$ cat src/rtl/fc_pkg.sv
// rtl/fc_pkg.sv - shared constants, FSM state type and Q8.8 saturation helper
// Contents:
//   DW, FRAC, ACC_W   default datapath widths (Q8.8 words, 40-bit accumulator)
//   fc_state_t        layer sequencer FSM states
//   sat_q88()         ACC_W accumulator -> DW word: arithmetic shift by FRAC, then clamp
package fc_pkg;

  localparam int DW    = 16;
  localparam int FRAC  = 8;
  localparam int ACC_W = 40;

  localparam logic signed [ACC_W-1:0] Q_MAX = ACC_W'((2 ** (DW - 1)) - 1);
  localparam logic signed [ACC_W-1:0] Q_MIN = -Q_MAX - 1;

  typedef enum logic [2:0] {
    ST_IDLE,
    ST_BIAS,
    ST_MAC,
    ST_DRAIN,
    ST_WRITE,
    ST_DONE
  } fc_state_t;

  // The accumulator holds Q(2*FRAC) values; shifting right by FRAC returns to
  // Q8.8. The arithmetic shift floors toward negative infinity.
  function automatic logic [DW-1:0] sat_q88(input logic signed [ACC_W-1:0] acc);
    logic signed [ACC_W-1:0] sh;
    sh = acc >>> FRAC;
    if (sh > Q_MAX) begin
      return {1'b0, {(DW-1){1'b1}}};
    end else if (sh < Q_MIN) begin
      return {1'b1, {(DW-1){1'b0}}};
    end else begin
      return sh[DW-1:0];
    end
  endfunction

endpackage

$ cat src/rtl/fc_layer_sequencer_if.sv
// rtl/fc_layer_sequencer_if.sv - control and memory-port bundle of the FC layer sequencer
// Signals:
//   start/busy/done                 kick-off handshake with the inference controller
//   in_addr/in_data                 input buffer read port (1-cycle latency)
//   w_addr/w_data                   weight memory read port, row-major j*N_OUT+i
//   b_addr/b_data                   bias memory read port
//   out_we/out_addr/out_data        output buffer write port
// Modports: master = sequencer side, slave = controller/memory side.
interface fc_layer_sequencer_if #(
  parameter int N_IN  = 128,
  parameter int N_OUT = 10,
  parameter int DW    = 16
);

  localparam int IA_W = $clog2(N_IN);
  localparam int WA_W = $clog2(N_IN * N_OUT);
  localparam int BA_W = $clog2(N_OUT);

  logic            start;
  logic            busy;
  logic            done;
  logic [IA_W-1:0] in_addr;
  logic [DW-1:0]   in_data;
  logic [WA_W-1:0] w_addr;
  logic [DW-1:0]   w_data;
  logic [BA_W-1:0] b_addr;
  logic [DW-1:0]   b_data;
  logic            out_we;
  logic [BA_W-1:0] out_addr;
  logic [DW-1:0]   out_data;

  modport master (
    input  start, in_data, w_data, b_data,
    output busy, done, in_addr, w_addr, b_addr, out_we, out_addr, out_data
  );

  modport slave (
    output start, in_data, w_data, b_data,
    input  busy, done, in_addr, w_addr, b_addr, out_we, out_addr, out_data
  );

endinterface

$ cat src/rtl/fc_mac.sv
// rtl/fc_mac.sv - registered signed multiply-accumulate for one output neuron
// Ports:
//   clk, rst      clock, asynchronous active-high reset
//   clear         zero the accumulator
//   load_bias     acc <= sign_extend(bias) << FRAC
//   acc_en        acc <= acc + a*b (full 2*DW signed product)
//   a, b, bias    signed Q8.8 operands
//   acc           ACC_W signed accumulator
module fc_mac #(
  parameter int DW    = 16,
  parameter int FRAC  = 8,
  parameter int ACC_W = 40
) (
  input  logic                    clk,
  input  logic                    rst,
  input  logic                    clear,
  input  logic                    load_bias,
  input  logic                    acc_en,
  input  logic signed [DW-1:0]    a,
  input  logic signed [DW-1:0]    b,
  input  logic signed [DW-1:0]    bias,
  output logic signed [ACC_W-1:0] acc
);

  logic signed [2*DW-1:0]  prod;
  logic signed [ACC_W-1:0] prod_ext;
  logic signed [ACC_W-1:0] bias_ext;

  assign prod     = a * b;
  assign prod_ext = {{(ACC_W-2*DW){prod[2*DW-1]}}, prod};
  // Bias is aligned to the Q(2*FRAC) scale of the products.
  assign bias_ext = {{(ACC_W-DW){bias[DW-1]}}, bias};

  always_ff @(posedge clk or posedge rst) begin
    if (rst) begin
      acc <= '0;
    end else if (clear) begin
      acc <= '0;
    end else if (load_bias) begin
      acc <= bias_ext <<< FRAC;
    end else if (acc_en) begin
      acc <= acc + prod_ext;
    end
  end

endmodule

$ cat src/rtl/fc_layer_sequencer.sv
// rtl/fc_layer_sequencer.sv - serial fully connected layer over one shared MAC
// Ports:
//   clk, rst   clock, asynchronous active-high reset
//   bus        fc_layer_sequencer_if.master: start/busy/done handshake,
//              input/weight/bias read ports, output write port
// Each neuron takes BIAS + N_IN MAC + DRAIN + WRITE cycles. Memory data lags
// its address by one cycle, so MAC cycle k adds the product fetched at k-1 and
// DRAIN adds the last one.
module fc_layer_sequencer
  import fc_pkg::*;
#(
  parameter int N_IN  = 128,
  parameter int N_OUT = 10,
  parameter int DW    = fc_pkg::DW,
  parameter int FRAC  = fc_pkg::FRAC,
  parameter int ACC_W = fc_pkg::ACC_W
) (
  input  logic                 clk,
  input  logic                 rst,
  fc_layer_sequencer_if.master bus
);

  localparam int IA_W = $clog2(N_IN);
  localparam int WA_W = $clog2(N_IN * N_OUT);
  localparam int BA_W = $clog2(N_OUT);

  fc_state_t state, state_next;

  logic [IA_W-1:0] k;
  logic [BA_W-1:0] i;
  logic [WA_W-1:0] w_addr;
  logic [BA_W-1:0] b_addr;
  logic            last_k;
  logic            last_i;

  logic clear;
  logic load_bias;
  logic acc_en;
  logic out_we;
  logic done;
  logic signed [ACC_W-1:0] acc;

  assign last_k = (k == IA_W'(N_IN - 1));
  assign last_i = (i == BA_W'(N_OUT - 1));

  always_ff @(posedge clk or posedge rst) begin
    if (rst) begin
      state <= ST_IDLE;
    end else begin
      state <= state_next;
    end
  end

  always_comb begin
    state_next = state;
    clear      = 1'b0;
    load_bias  = 1'b0;
    acc_en     = 1'b0;
    out_we     = 1'b0;
    done       = 1'b0;
    case (state)
      ST_IDLE: begin
        if (bus.start) begin
          state_next = ST_BIAS;
          clear      = 1'b1;
        end
      end
      ST_BIAS: begin
        state_next = ST_MAC;
      end
      ST_MAC: begin
        // b_data (addressed in BIAS) is valid in the k=0 cycle.
        if (k == '0) begin
          load_bias = 1'b1;
        end else begin
          acc_en = 1'b1;
        end
        if (last_k) begin
          state_next = ST_DRAIN;
        end
      end
      ST_DRAIN: begin
        acc_en     = 1'b1;
        state_next = ST_WRITE;
      end
      ST_WRITE: begin
        out_we     = 1'b1;
        state_next = last_i ? ST_DONE : ST_BIAS;
      end
      ST_DONE: begin
        done       = 1'b1;
        state_next = ST_IDLE;
      end
      default: begin
        state_next = ST_IDLE;
      end
    endcase
  end

  // Counters double as registered addresses so every address holds its
  // last value while not in use.
  always_ff @(posedge clk or posedge rst) begin
    if (rst) begin
      i      <= '0;
      k      <= '0;
      w_addr <= '0;
      b_addr <= '0;
    end else begin
      case (state)
        ST_IDLE: begin
          if (bus.start) begin
            i      <= '0;
            b_addr <= '0;
          end
        end
        ST_BIAS: begin
          k      <= '0;
          w_addr <= WA_W'(i);
        end
        ST_MAC: begin
          if (!last_k) begin
            k      <= k + 1'b1;
            w_addr <= w_addr + WA_W'(N_OUT);
          end
        end
        ST_WRITE: begin
          if (!last_i) begin
            i      <= i + 1'b1;
            b_addr <= i + 1'b1;
          end
        end
        default: begin
        end
      endcase
    end
  end

  fc_mac #(
    .DW   (DW),
    .FRAC (FRAC),
    .ACC_W(ACC_W)
  ) u_mac (
    .clk      (clk),
    .rst      (rst),
    .clear    (clear),
    .load_bias(load_bias),
    .acc_en   (acc_en),
    .a        (bus.in_data),
    .b        (bus.w_data),
    .bias     (bus.b_data),
    .acc      (acc)
  );

  assign bus.busy     = (state != ST_IDLE);
  assign bus.done     = done;
  assign bus.out_we   = out_we;
  assign bus.in_addr  = k;
  assign bus.w_addr   = w_addr;
  assign bus.b_addr   = b_addr;
  assign bus.out_addr = i;
  assign bus.out_data = sat_q88(acc);

endmodule

$ cat src/flat_wrapper.sv
// flat-port wrapper written by rule: the top's interface ports become plain ports
module fc_layer_sequencer_flat import fc_pkg::*;
#(
  parameter int N_IN  = 128,
  parameter int N_OUT = 10,
  parameter int DW    = fc_pkg::DW,
  parameter int FRAC  = fc_pkg::FRAC,
  parameter int ACC_W = fc_pkg::ACC_W
)
  (clk, rst, bus_start, bus_in_data, bus_w_data, bus_b_data, bus_busy, bus_done, bus_in_addr, bus_w_addr, bus_b_addr, bus_out_we, bus_out_addr, bus_out_data);
  fc_layer_sequencer_if #(.N_IN(N_IN), .N_OUT(N_OUT), .DW(DW)) bus_i ();
  input  logic clk;
  input  logic rst;
  input wire logic [$bits(bus_i.start)-1:0] bus_start;
  input wire logic [$bits(bus_i.in_data)-1:0] bus_in_data;
  input wire logic [$bits(bus_i.w_data)-1:0] bus_w_data;
  input wire logic [$bits(bus_i.b_data)-1:0] bus_b_data;
  output wire logic [$bits(bus_i.busy)-1:0] bus_busy;
  output wire logic [$bits(bus_i.done)-1:0] bus_done;
  output wire logic [$bits(bus_i.in_addr)-1:0] bus_in_addr;
  output wire logic [$bits(bus_i.w_addr)-1:0] bus_w_addr;
  output wire logic [$bits(bus_i.b_addr)-1:0] bus_b_addr;
  output wire logic [$bits(bus_i.out_we)-1:0] bus_out_we;
  output wire logic [$bits(bus_i.out_addr)-1:0] bus_out_addr;
  output wire logic [$bits(bus_i.out_data)-1:0] bus_out_data;
  assign bus_i.start = bus_start;
  assign bus_i.in_data = bus_in_data;
  assign bus_i.w_data = bus_w_data;
  assign bus_i.b_data = bus_b_data;
  assign bus_busy = bus_i.busy;
  assign bus_done = bus_i.done;
  assign bus_in_addr = bus_i.in_addr;
  assign bus_w_addr = bus_i.w_addr;
  assign bus_b_addr = bus_i.b_addr;
  assign bus_out_we = bus_i.out_we;
  assign bus_out_addr = bus_i.out_addr;
  assign bus_out_data = bus_i.out_data;
  fc_layer_sequencer #(.N_IN(N_IN), .N_OUT(N_OUT), .DW(DW), .FRAC(FRAC), .ACC_W(ACC_W)) u_core (.clk(clk), .rst(rst), .bus(bus_i));
endmodule
$ cat config.mk
export PLATFORM = sky130hd
export DESIGN_NAME = fc_layer_sequencer_flat
export DESIGN_NICKNAME = d
export VERILOG_FILES = /design/src/rtl/fc_pkg.sv /design/src/rtl/fc_layer_sequencer_if.sv /design/src/rtl/fc_mac.sv /design/src/rtl/fc_layer_sequencer.sv /design/src/flat_wrapper.sv
export SDC_FILE = /design/constraint.sdc
export NUM_CORES = 1
export LEC_CHECK = 0
export CORE_MARGIN = 2
export CORE_UTILIZATION = 45
export CTS_CLUSTER_SIZE = 28
export DETAILED_ROUTE_END_ITERATION = 8
export MAX_ROUTING_LAYER = met4
export PLACE_DENSITY_LB_ADDON = 0.3
export RECOVER_POWER = 50
export SLEW_MARGIN = 20
export SYNTH_ARGS = -nofsm -noshare
export SYNTH_HDL_FRONTEND = slang
export SYNTH_SLANG_ARGS = --single-unit
$ cat constraint.sdc
create_clock -name clk -period 7.5 [get_ports clk]
set_clock_uncertainty 0.15 [all_clocks]
set_input_delay 1.125 -clock clk [delete_from_list [all_inputs] [get_ports clk]]
set_output_delay 1.125 -clock clk [all_outputs]
set_load 0.02 [all_outputs]
# After elaboration in Yosys (flattened, before gate mapping)
# Cells that the tools add are included.
# totals
ff_bits	65
# op_classes
n_addsub	4
multipliers	1
magnitude_cmp	2
eq_ne	11
n_mux	24
reduce_logical	9
# ops
op	n
$mux 40	3
$add 40x32->40	1
$gt 32x16->1 const B	1
$lt 32x16->1 const B	1
$mul 16x16->32	1
$mux 16	2
$pmux 11 s2	1
$pmux 3 s5	1
$pmux 7 s2	1
$add 11x4->11 const B	1
$mux 11	1
$mux 3	3
$mux 4	2
$pmux 4 s2	1
$add 7x1->7 const B	1
$eq 7x7->1 const B	1
$logic_not 7->1	1
$mux 1	7
$mux 7	1
$eq 3x2->1 const B	2
$eq 3x3->1 const B	2
$ne 2x2->1 const B	3
$reduce_bool 3->1	2
$add 4x1->4 const B	1
8 further kinds	10

# Longest topological paths before layout
# Gate-level depths: netlist (run 1).
# logic_depth
ltp_word	6
depth_mapped	24

# By module
# A second synthesis (run 1) with hierarchy kept.
# unflattened
cells_unflattened	1695
area_unflattened_um2	15600.0
# by_module_without_submodules
module	instances	cells_per_inst	area_each_um2	seq_area_each_um2
fc_mac	1	1523	14056.0	1001.0
fc_layer_sequencer	1	172	1544.0	625.6

# Worst setup path after synthesis (run 1)
# OpenSTA, ideal clock, no wires.
# synth_path
path_type	input-to-reg
from	in bus_in_data[15]
to	reg u_core.u_mac.acc[34]
setup_ps	126
t_arrival_ps	6812
required_time_ps	7224
path_slack_ps	412
stages	22
path_buffers	1
path_cell_list	clkbuf_1 -> nand2_1 -> fa_1 -> inv_1 -> fa_1 -> inv_1 -> fa_1 -> inv_1 -> fa_1 -> fa_1 -> inv_1 -> fa_1 -> inv_1 -> ha_1 -> a21o_1 -> a21o_1 -> a211oi_1 -> o21ai_1 -> a221oi_1 -> nand2_1 -> a211o_1 -> a221o_1
# synth_between
elab_chain_len	5
# synth_lines
item	line	rtl
start, declared	flat_wrapper.sv:15	input wire logic [$bits(bus_i.in_data)-1:0] bus_in_data;
$mul 16x16->32	fc_mac.sv:29	assign prod = a * b;
$add 40x32->40	fc_mac.sv:42	acc <= acc + prod_ext;
$mux 40	fc_mac.sv:41	end else if (acc_en) begin
$mux 40	fc_mac.sv:39	end else if (load_bias) begin
$mux 40	fc_mac.sv:37	end else if (clear) begin
end signal, assigned	fc_mac.sv:40	acc <= bias_ext <<< FRAC;
end signal, assigned	fc_mac.sv:42	
end, declared	fc_mac.sv:22	output logic signed [ACC_W-1:0] acc
# Every way passes these cells. The select of a mux whose other input is x is not followed.
# A chain may end at the register's enable or synchronous reset.

# Final worst setup path (run 1)
# layout_path
from	in bus_w_data[9]
to	reg u_core.u_mac.acc[38]
# layout_between
elab_chain_len	5
# layout_lines
item	line	rtl
start, declared	flat_wrapper.sv:16	input wire logic [$bits(bus_i.w_data)-1:0] bus_w_data;
$mul 16x16->32	fc_mac.sv:29	
$add 40x32->40	fc_mac.sv:42	
$mux 40	fc_mac.sv:41	
$mux 40	fc_mac.sv:39	
$mux 40	fc_mac.sv:37	
# Every way passes these cells. The select of a mux whose other input is x is not followed.

==> results of run 1 <==
## cell type report
type                            instances  area [um2]  area share
Multi-Input combinational cell       1166       12400       0.652
Timing Repair Buffer                  282        2520       0.133
Sequential cell                        65        1630      0.0857
Inverter                              415        1560      0.0823
Tap cell                              455         569      0.0300
Clock buffer                            9         225      0.0119
Clock inverter                          7        85.1     0.00448
## stage by stage
step	util	TNS [ps]	worst slack (ps)	cells	hold WS [ps]
after floorplan	-	0	412	1704	306
after global placement	0.534	-1680	-202	2370	344
after detailed placement	0.534	-1930	-270	2370	358
after CTS	0.543	0	77.0	2386	373
after global routing	0.553	-14.8	-14.8	2399	384
final	0.553	0	246	2399	360
## metal layers
metal,up-vias,global-route usage
met2,303,0.371
met1,6063,0.356
met4,0,0.0382
met5,-,-
met3,39,0.0284
li1,5661,-
## cells by family (layout without fill, tap and decap cells)
group | after synthesis | count (layout) | share of synthesized area
AO/OA/AOI/OAI | 217 | 217 | 0.0921
multiplexers | 6 | 6 | 0.00401
adder cells (fa/ha/maj) | 450 | 450 | 0.520
buffers and inverters | 473 | 713 | 0.115
AND/OR/NAND/NOR | 449 | 449 | 0.140
XOR/XNOR | 44 | 44 | 0.0247
flip-flops | 65 | 65 | 0.104
## registers in the layout, indices dropped and copies added, names as in the netlist
name and flops:
u_core.bus.out_addr 4, u_core.u_mac.acc 40, u_core.state 3, u_core.bus.w_addr 11, u_core.bus.in_addr 7
## timing repair
item / in CTS / in global routing
gates resized for setup: 0 / 71
setup buffers: 0 / 12
setup endpoints to repair: 0 / 17
## final timing paths
kind                                      start                   end  slack, ps  cells past startpoint
setup reg to reg            u_core.u_mac.acc[9]  u_core.u_mac.acc[38]       2170                     17
setup / recovery                  bus_w_data[9]  u_core.u_mac.acc[38]        250                     23
hold reg to reg            u_core.bus.w_addr[0]  u_core.bus.w_addr[0]        360                      1
min in group asynchronous                   rst   u_core.u_mac.acc[4]       2520                      3
hold / removal             u_core.bus.w_addr[0]  u_core.bus.w_addr[0]        360                      1
max in group asynchronous                   rst  u_core.u_mac.acc[25]       2590                      3
## cell usage in the layout, fill, tap and decap left out, drive strengths merged, types with 17 or more instances in the layout
master | synthesis | final
dfrtp | 65 | 65
o21ai | 57 | 57
nand2 | 188 | 188
a21oi | 52 | 52
xor2 | 20 | 20
and2 | 118 | 118
clkdlybuf4s50 | 0 | 74
inv | 415 | 417
nand3 | 18 | 18
buf | 7 | 185
xnor2 | 24 | 24
a21o | 17 | 17
fa | 330 | 330
ha | 120 | 120
nor2 | 56 | 56
o21a | 19 | 19
==> out/results.ini, run 1 <==
[clock_network]
htreeDepth=3
cts-root-buf=clkbuf_16
cts_sinks=65
cts-buffers-inserted=9
clk_pin_slew_ps=60
cts_tree=built
clk_path_buf_depth=2
cts_hold_buf=0
worstSkewPairLatency_ps=330

[synth]
synthArstFlopShare=1.00
synth_cell_types=64
synth-seq-area-share=0.104
synth_top_area_share=0.424
ys_warn_count=0
synth_area_um2=15600
ys_ff_latch=65
synth_common_cells=inv_1 (415), fa_1 (330), nand2_1 (188), ha_1 (120), and2_1 (118)
syn_area_per_cell_um2=9.15
ys.flop_type=dfrtp_1
synth.area.top_cells=fa_1 (42%), dfrtp_1 (10%), inv_1 (10%)
synth_most_common_cell=inv_1
synth.net_count=2205
synth_top_cell_by_area=fa_1
synth-edff-count=0
synthesis.instances=1704

[critical_path]
critPathSlowestCell=clkdlybuf4s50_1
cp_common_cell=fa_1
crit_family=adder cells
path_class=in2reg
critPathMaxFanout=4
start_kind=input port
crit_chain=clkdlybuf4s50_1 -> nand2_1 -> fa_1 -> inv_1 -> fa_1 -> inv_1 -> fa_1 -> inv_1 -> fa_1 -> fa_1 -> inv_1 -> fa_1 -> inv_1 -> ha_1 -> a21oi_2 -> o211a_1 -> o21ai_1 -> o21a_1 -> o21ai_2 -> a21boi_2 -> and3_4 -> or3_1 -> a32o_1
cp-end-kind=flip-flop
worstPathArrival_ps=7330
path_buf_inv=6
cp_data_required_time_ps=7570
cpPeakStageDelay_ps=590

[floorplanning]
die_w_um=190
core.rowCount=68
io_pins=96
start_util=0.455
die-height_um=190
dieArea_um2=36100
fp.coreArea_um2=34300

[route]
drt-met1-wl_um=18600
drc=0
met3_length_um=2030
postRouteAntennaNets=0
route.met2.wl_um=18100
wirelength_um=39300
wire_per_inst_um=16.4
vias=12100
firstDrtPassIters=5
viasPerCell=5.03
maxUsedRoutingLayer=met4
drt-initial-drc-count=631

[placed_design]
io_buffers=95
place_area_um2=18300
place.gp.congestion=0.906
hpwlAfterDp_um=33700

[cells_and_area]
antennaDiodeCount=0
drive_above_1_share=0.134
design_area_um2=19000
syn_to_final_growth_pct=21.7
nets=2440
fillers=3063

[timing]
worst_slew_pin_slew_ps=3710
final_max_slew_viol_count=66
slew_headroom=-1.47
hold_viol=0
setup_viol=0
fin_crit_ps=7250
fmax_mhz=138
finalCritPeriodShare=0.967

[global_route]
grt-ovfl-total=0
grt_pass1_vias=13000
grt_antenna_before_repair=1
grt_first_pass_wirelength_um=68200
grt_max_degree=66
track_usage=0.243

[outcome]
violations=capacitance limit, slew limit
status=finished, violations left

[flow_run]
drv_cap=1

[worst_hold_path]
hp-class=reg2reg

Power of run 1 is not shown: default switching activity piles up to over one toggle a cycle in this logic, so the estimate is an artifact.
==> run 2, diff against run 1 <==
Clock period 7.5 ns to 6.4 ns, I/O delays scaled along.
==> run 2 against run 1 <==
The flow finishes with violations (capacitance limit, slew limit, setup timing). Critical path depth grew 1. Sequential share of layout area is 0.68 points lower. Non-clock buffer count rose by 92. Critical endpoint is now u_core.u_mac.acc[34]. Largest cell class unchanged. Highest routed layer unchanged.
==> out/results.ini, run 2 (synthesized netlist as in run 1, its figures left out) <==
[global_route]
grt_first_pass_wirelength_um=72000  ; +5.6%
track_usage=0.259  ; +0.0165
grt-ovfl-total=0  ; unchanged
grt_antenna_before_repair=0  ; -1
grt_max_degree=66  ; unchanged
grt_pass1_vias=13800  ; +6.3%

[floorplanning]
dieArea_um2=36100  ; unchanged
io_pins=96  ; unchanged
start_util=0.455  ; unchanged
core.rowCount=68  ; unchanged
fp.coreArea_um2=34300  ; unchanged
die-height_um=190  ; unchanged
die_w_um=190  ; unchanged

[worst_hold_path]
min_from=u_core.bus.w_addr[0]
min_to=u_core.bus.w_addr[0]
min_path_cells=1  ; unchanged
hp-class=reg2reg

[critical_path]
reg2reg_slack_ps=1030  ; -1140 ps
critPathMaxFanout=7  ; +3
r2r-start=u_core.u_mac.acc[15]
start_kind=input port
path_class=in2reg
cp-end-kind=flip-flop
worst_r2r_endpoint=u_core.u_mac.acc[35]
cp_common_cell=fa_1
crit_chain=buf_12 -> buf_12 -> nand2_4 -> fa_1 -> inv_2 -> fa_1 -> inv_4 -> buf_6 -> buf_6 -> fa_2 -> fa_1 -> inv_1 -> fa_1 -> inv_1 -> fa_1 -> inv_2 -> ha_4 -> a21o_1 -> a211oi_2 -> o21ai_2 -> a221oi_2 -> nand2_1 -> a211o_1 -> a221o_1
cp_data_required_time_ps=6460  ; -1110 ps
cpPeakStageDelay_ps=590  ; about the same
crit_path_start=bus_in_data[15]
worstPathArrival_ps=6680  ; -650 ps
critPathSlowestCell=fa_1
reg2reg_depth=19  ; +2

[timing]
hold_viol=0  ; unchanged
worst_slack_ps=-219  ; -465 ps
fmax_mhz=151
hold_slack_ps=371  ; +11.1 ps
worst_slew_pin_slew_ps=3640  ; -67.5 ps
setup_viol=12  ; +12
slew_headroom=-1.43  ; +0.0450
finalCritPeriodShare=1.03
fin_crit_ps=6620
rsz0062_at_grt=true
final_max_slew_viol_count=66  ; unchanged

[cells_and_area]
antennaDiodeCount=0  ; unchanged
largest_reg_flops=40  ; unchanged
final_util=0.601  ; +0.0477
final_cell_mix=inv_1 (371), fa_1 (300), buf_4 (203), nand2_1 (168), and2_1 (105)
drive_above_1_share=0.263  ; +0.130
nets=2532  ; +3.8%
mostFrequentLayoutCell=inv_1
syn_to_final_growth_pct=32.2
largest_register=u_core.u_mac.acc

[route]
firstDrtPassIters=5  ; unchanged
drc=0  ; unchanged
wirelength_um=42700  ; +8.7%
drt-initial-drc-count=646  ; +2.4%
wire_per_inst_um=17.2  ; +4.7%
postRouteAntennaNets=0  ; unchanged
vias=12700  ; +5.1%
viasPerCell=5.09  ; +1.2%

[placed_design]
place.gp.congestion=0.916  ; +1.1%
io_buffers=95  ; unchanged
hpwlAfterDp_um=34000  ; +0.99%

[clock_network]
cts_hold_buf=0  ; unchanged
clk_pin_slew_ps=60  ; about the same
cts-root-buf=clkbuf_16
cts_tree=built
cts_sinks=65  ; unchanged
cts-buffers-inserted=9  ; unchanged
htreeDepth=3  ; unchanged
clk_path_buf_depth=2  ; unchanged
worstSkewPairLatency_ps=330  ; about the same

[outcome]
status=finished, violations left
violations=capacitance limit, slew limit, setup timing

[flow_run]
drv_cap=1  ; unchanged

[run 2: worst max path at each step]
stage	end	slack (ps)	cells after the start
after global routing	u_core.u_mac.acc[34]	-390	24
final	u_core.u_mac.acc[34]	-220	24
after detailed placement	u_core.u_mac.acc[39]	-1080	21
after floorplan	u_core.u_mac.acc[34]	-50	22
after global placement	u_core.u_mac.acc[39]	-1010	22
after CTS	u_core.u_mac.acc[34]	-220	23
[run 2: stage by stage]
step	setup TNS, ps	area, um2	worst slack (ps)	instances
2_1_floorplan	-161	15900	-54.1	1704
3_3_place_gp	-22450	18700	-1010	2400
3_5_place_dp	-22760	18700	-1080	2400
4_1_cts	-1010	20300	-221	2480
5_1_grt	-4560	20600	-388	2491
6_report	-1640	20600	-219	2491
[run 2: worst max-delay path: cells and delay by family]
| kind | cells | cell delay (ps) |
|---|---|---|
| adders and majority gates | 7 | 3350 |
| AOI/OAI and AO/OA | 6 | 1450 |
| buffers and inverters | 9 | 720 |
| and+or+nand+nor | 2 | 190 |
[run 2: routing by layer]
layer  GRT usage  vias up  share of wire
met5           -        -              0
met4      0.0426        0          0.015
met3      0.0286       52          0.051
met2       0.424      345           0.49
met1       0.356     6439           0.45
li1            -     5843              -
[run 2: layout make-up]
class                           instances  area, um2
Fill cell                            2856      13700
Multi-Input combinational cell       1166      13200
Timing Repair Buffer                  374       3400
Sequential cell                        65       1630
Inverter                              415       1560
Tap cell                              455        569
Clock buffer                           10        239
Clock inverter                          6       42.5
[run 2: timing repair]
action,CTS,global route
setup buffers,58,15
gates resized for setup,296,115
pin swaps,164,125
setup endpoints to repair,28,28
gates cloned,6,1
Power of run 2 is left out for the same reason.
==> run 3, diff against run 2 <==
Settings changed: ABC_CLOCK_PERIOD_IN_PS set to 6400, CORE_ASPECT_RATIO set to 0.5.
==> run 3 against run 2 <==
Global-route usage down 1.9 points. Sequential share of layout area down 0.069 points. Core utilization up 0.52 points. First-iteration DRC count up 13%. The run still ends with capacitance limit, slew limit, setup timing left. Sequential cell count unchanged. Critical path depth down 1. Register-to-register slack better by 170 ps. Highest routed layer unchanged. Final cell count up 1.4%.
==> out/results.ini, run 3 (synthesized netlist as in run 1, its figures left out) <==
[timing]
setup_viol=12  ; unchanged
hold_viol=0  ; unchanged
fmax_mhz=153  ; +1.2%
final_max_slew_viol_count=66  ; unchanged
worst_slack_ps=-138  ; +81.0 ps
worst_slew_pin_slew_ps=3670  ; +27.1 ps
slew_headroom=-1.44  ; -0.0181
fin_crit_ps=6540  ; -81.0 ps
rsz0062_at_grt=true
finalCritPeriodShare=1.02  ; -0.0127
fin_setup_tns_ps=-843  ; +797 ps

[cells_and_area]
syn_to_final_growth_pct=33.4
antennaDiodeCount=0  ; unchanged
design_area_um2=20800  ; +0.89%
multiInputGateArea_um2=13100  ; -0.14%
largest_reg_flops=40  ; unchanged
final_cell_mix=inv_1 (371), fa_1 (304), buf_4 (228), nand2_1 (163), and2_1 (100)
final_util=0.606  ; +0.00524
mostFrequentLayoutCell=inv_1
fillers=2837  ; -0.67%
nets=2547  ; +0.59%
largest_register=u_core.u_mac.acc
regArea_um2=1630  ; unchanged
drive_above_1_share=0.270  ; +0.00685

[outcome]
status=finished, violations left
violations=capacitance limit, slew limit, setup timing

[floorplanning]
fp.coreArea_um2=34300  ; about the same
die_w_um=267  ; +41%
start_util=0.455  ; about the same
core.rowCount=48  ; -29%
die-height_um=136  ; -29%
io_pins=96  ; unchanged
dieArea_um2=36200  ; +0.25%

[placed_design]
place_area_um2=18900  ; +1.0%
hpwlAfterDp_um=31900  ; -6.1%
io_buffers=95  ; unchanged
place.gp.congestion=0.889  ; -3.0%
place_ws_ps=-1050  ; +33.1 ps

[critical_path]
cp-end-kind=flip-flop
worstPathArrival_ps=6620  ; -60 ps
start_kind=input port
critPathMaxFanout=6  ; -1
crit_chain=buf_12 -> buf_12 -> nand2_4 -> fa_1 -> inv_2 -> fa_1 -> inv_4 -> fa_1 -> inv_2 -> fa_1 -> fa_1 -> inv_2 -> fa_1 -> inv_2 -> ha_4 -> a21o_1 -> a21o_1 -> a211oi_2 -> o21ai_2 -> a221oi_2 -> nand2_1 -> a211o_1 -> a221o_1
critPathSlowestCell=fa_1
cp_data_required_time_ps=6480  ; +20 ps
crit_family=adder cells
cp_common_cell=fa_1
path_class=in2reg
path_buf_inv=7  ; -2
cpPeakStageDelay_ps=580  ; about the same

[clock_network]
worstSkewPairLatency_ps=340  ; about the same
clk_path_buf_depth=2  ; unchanged
cts_tree=built
cts-buffers-inserted=9  ; unchanged
cts_sinks=65  ; unchanged
clk_pin_slew_ps=60  ; about the same
htreeDepth=3  ; unchanged
cts-root-buf=clkbuf_16

[global_route]
grt-ovfl-total=0  ; unchanged
track_usage=0.240  ; -0.0191
grt_antenna_before_repair=0  ; unchanged
grt_pass1_vias=13200  ; -4.3%
grt_max_degree=66  ; unchanged
grt_first_pass_wirelength_um=66700  ; -7.5%

[route]
viasPerCell=5.01  ; -1.6%
drt-initial-drc-count=728  ; +13%
wire_per_inst_um=15.9  ; -7.4%
firstDrtPassIters=5  ; unchanged
drc=0  ; unchanged
wirelength_um=40100  ; -6.1%
vias=12700  ; -0.21%
postRouteAntennaNets=0  ; unchanged

[flow_run]
drv_cap=1  ; unchanged

[worst_hold_path]
hp-class=reg2reg

[run 3: cell types whose count changed in the layout (fill, tap and decap cells not counted), sizes merged]
cell / before / now
clkdlybuf4s18: 1 / 0
bufbuf: 1 / 3
dlymetal6s2s: 1 / 0
dlygate4sd3: 5 / 3
dlygate4sd2: 1 / 2
clkinvlp: 3 / 2
inv: 414 / 415
clkdlybuf4s50: 58 / 61
buf: 299 / 308
clkbuf: 13 / 18
bufinv: 0 / 1
clkdlybuf4s15: 5 / 3
[run 3: metal layers]
layer	global-route usage	wire length, um	share of wire	vias up
met3	0.0282	1670	0.042	35
li1	-	-	-	5872
met5	-	0	0	-
met1	0.325	17600	0.44	6498
met4	0.0387	539	0.013	0
met2	0.398	20300	0.51	248
[run 3: final timing paths]
kind	start	to	slack (ps)	cells past startpoint
worst max register to register	u_core.u_mac.acc[6]	u_core.u_mac.acc[28]	1200	21
worst max-delay path	bus_w_data[6]	u_core.u_mac.acc[34]	-140	23
worst min register to register	u_core.bus.w_addr[0]	u_core.bus.w_addr[0]	350	1
max in group asynchronous	rst	u_core.bus.in_addr[3]	1700	3
worst min-delay path	u_core.bus.w_addr[0]	u_core.bus.w_addr[0]	350	1
min in group asynchronous	rst	u_core.bus.w_addr[0]	2330	3
[run 3: what timing repair did]
action / 4_1_cts / 5_1_grt
setup buffers: 53 / 16
cloned: 7 / 0
endpoints found under the setup margin: 28 / 27
hold buffers: 0 / 0
pin swaps: 165 / 73
resized for setup: 301 / 99
[run 3: stage by stage]
stage / std cells / hold WS [ps]
after floorplan: 1704 / 306
after global placement: 2436 / 342
after detailed placement: 2436 / 349
after CTS: 2512 / 362
after global routing: 2526 / 392
final: 2526 / 354
[run 3: final cells by class]
type / count / area share
Multi-Input combinational cell: 1166 / 0.632
Timing Repair Buffer: 389 / 0.171
Sequential cell: 65 / 0.0782
Inverter: 415 / 0.0753
Tap cell: 475 / 0.0286
Clock buffer: 9 / 0.0108
Clock inverter: 7 / 0.00373
Power of run 3 is left out for the same reason.
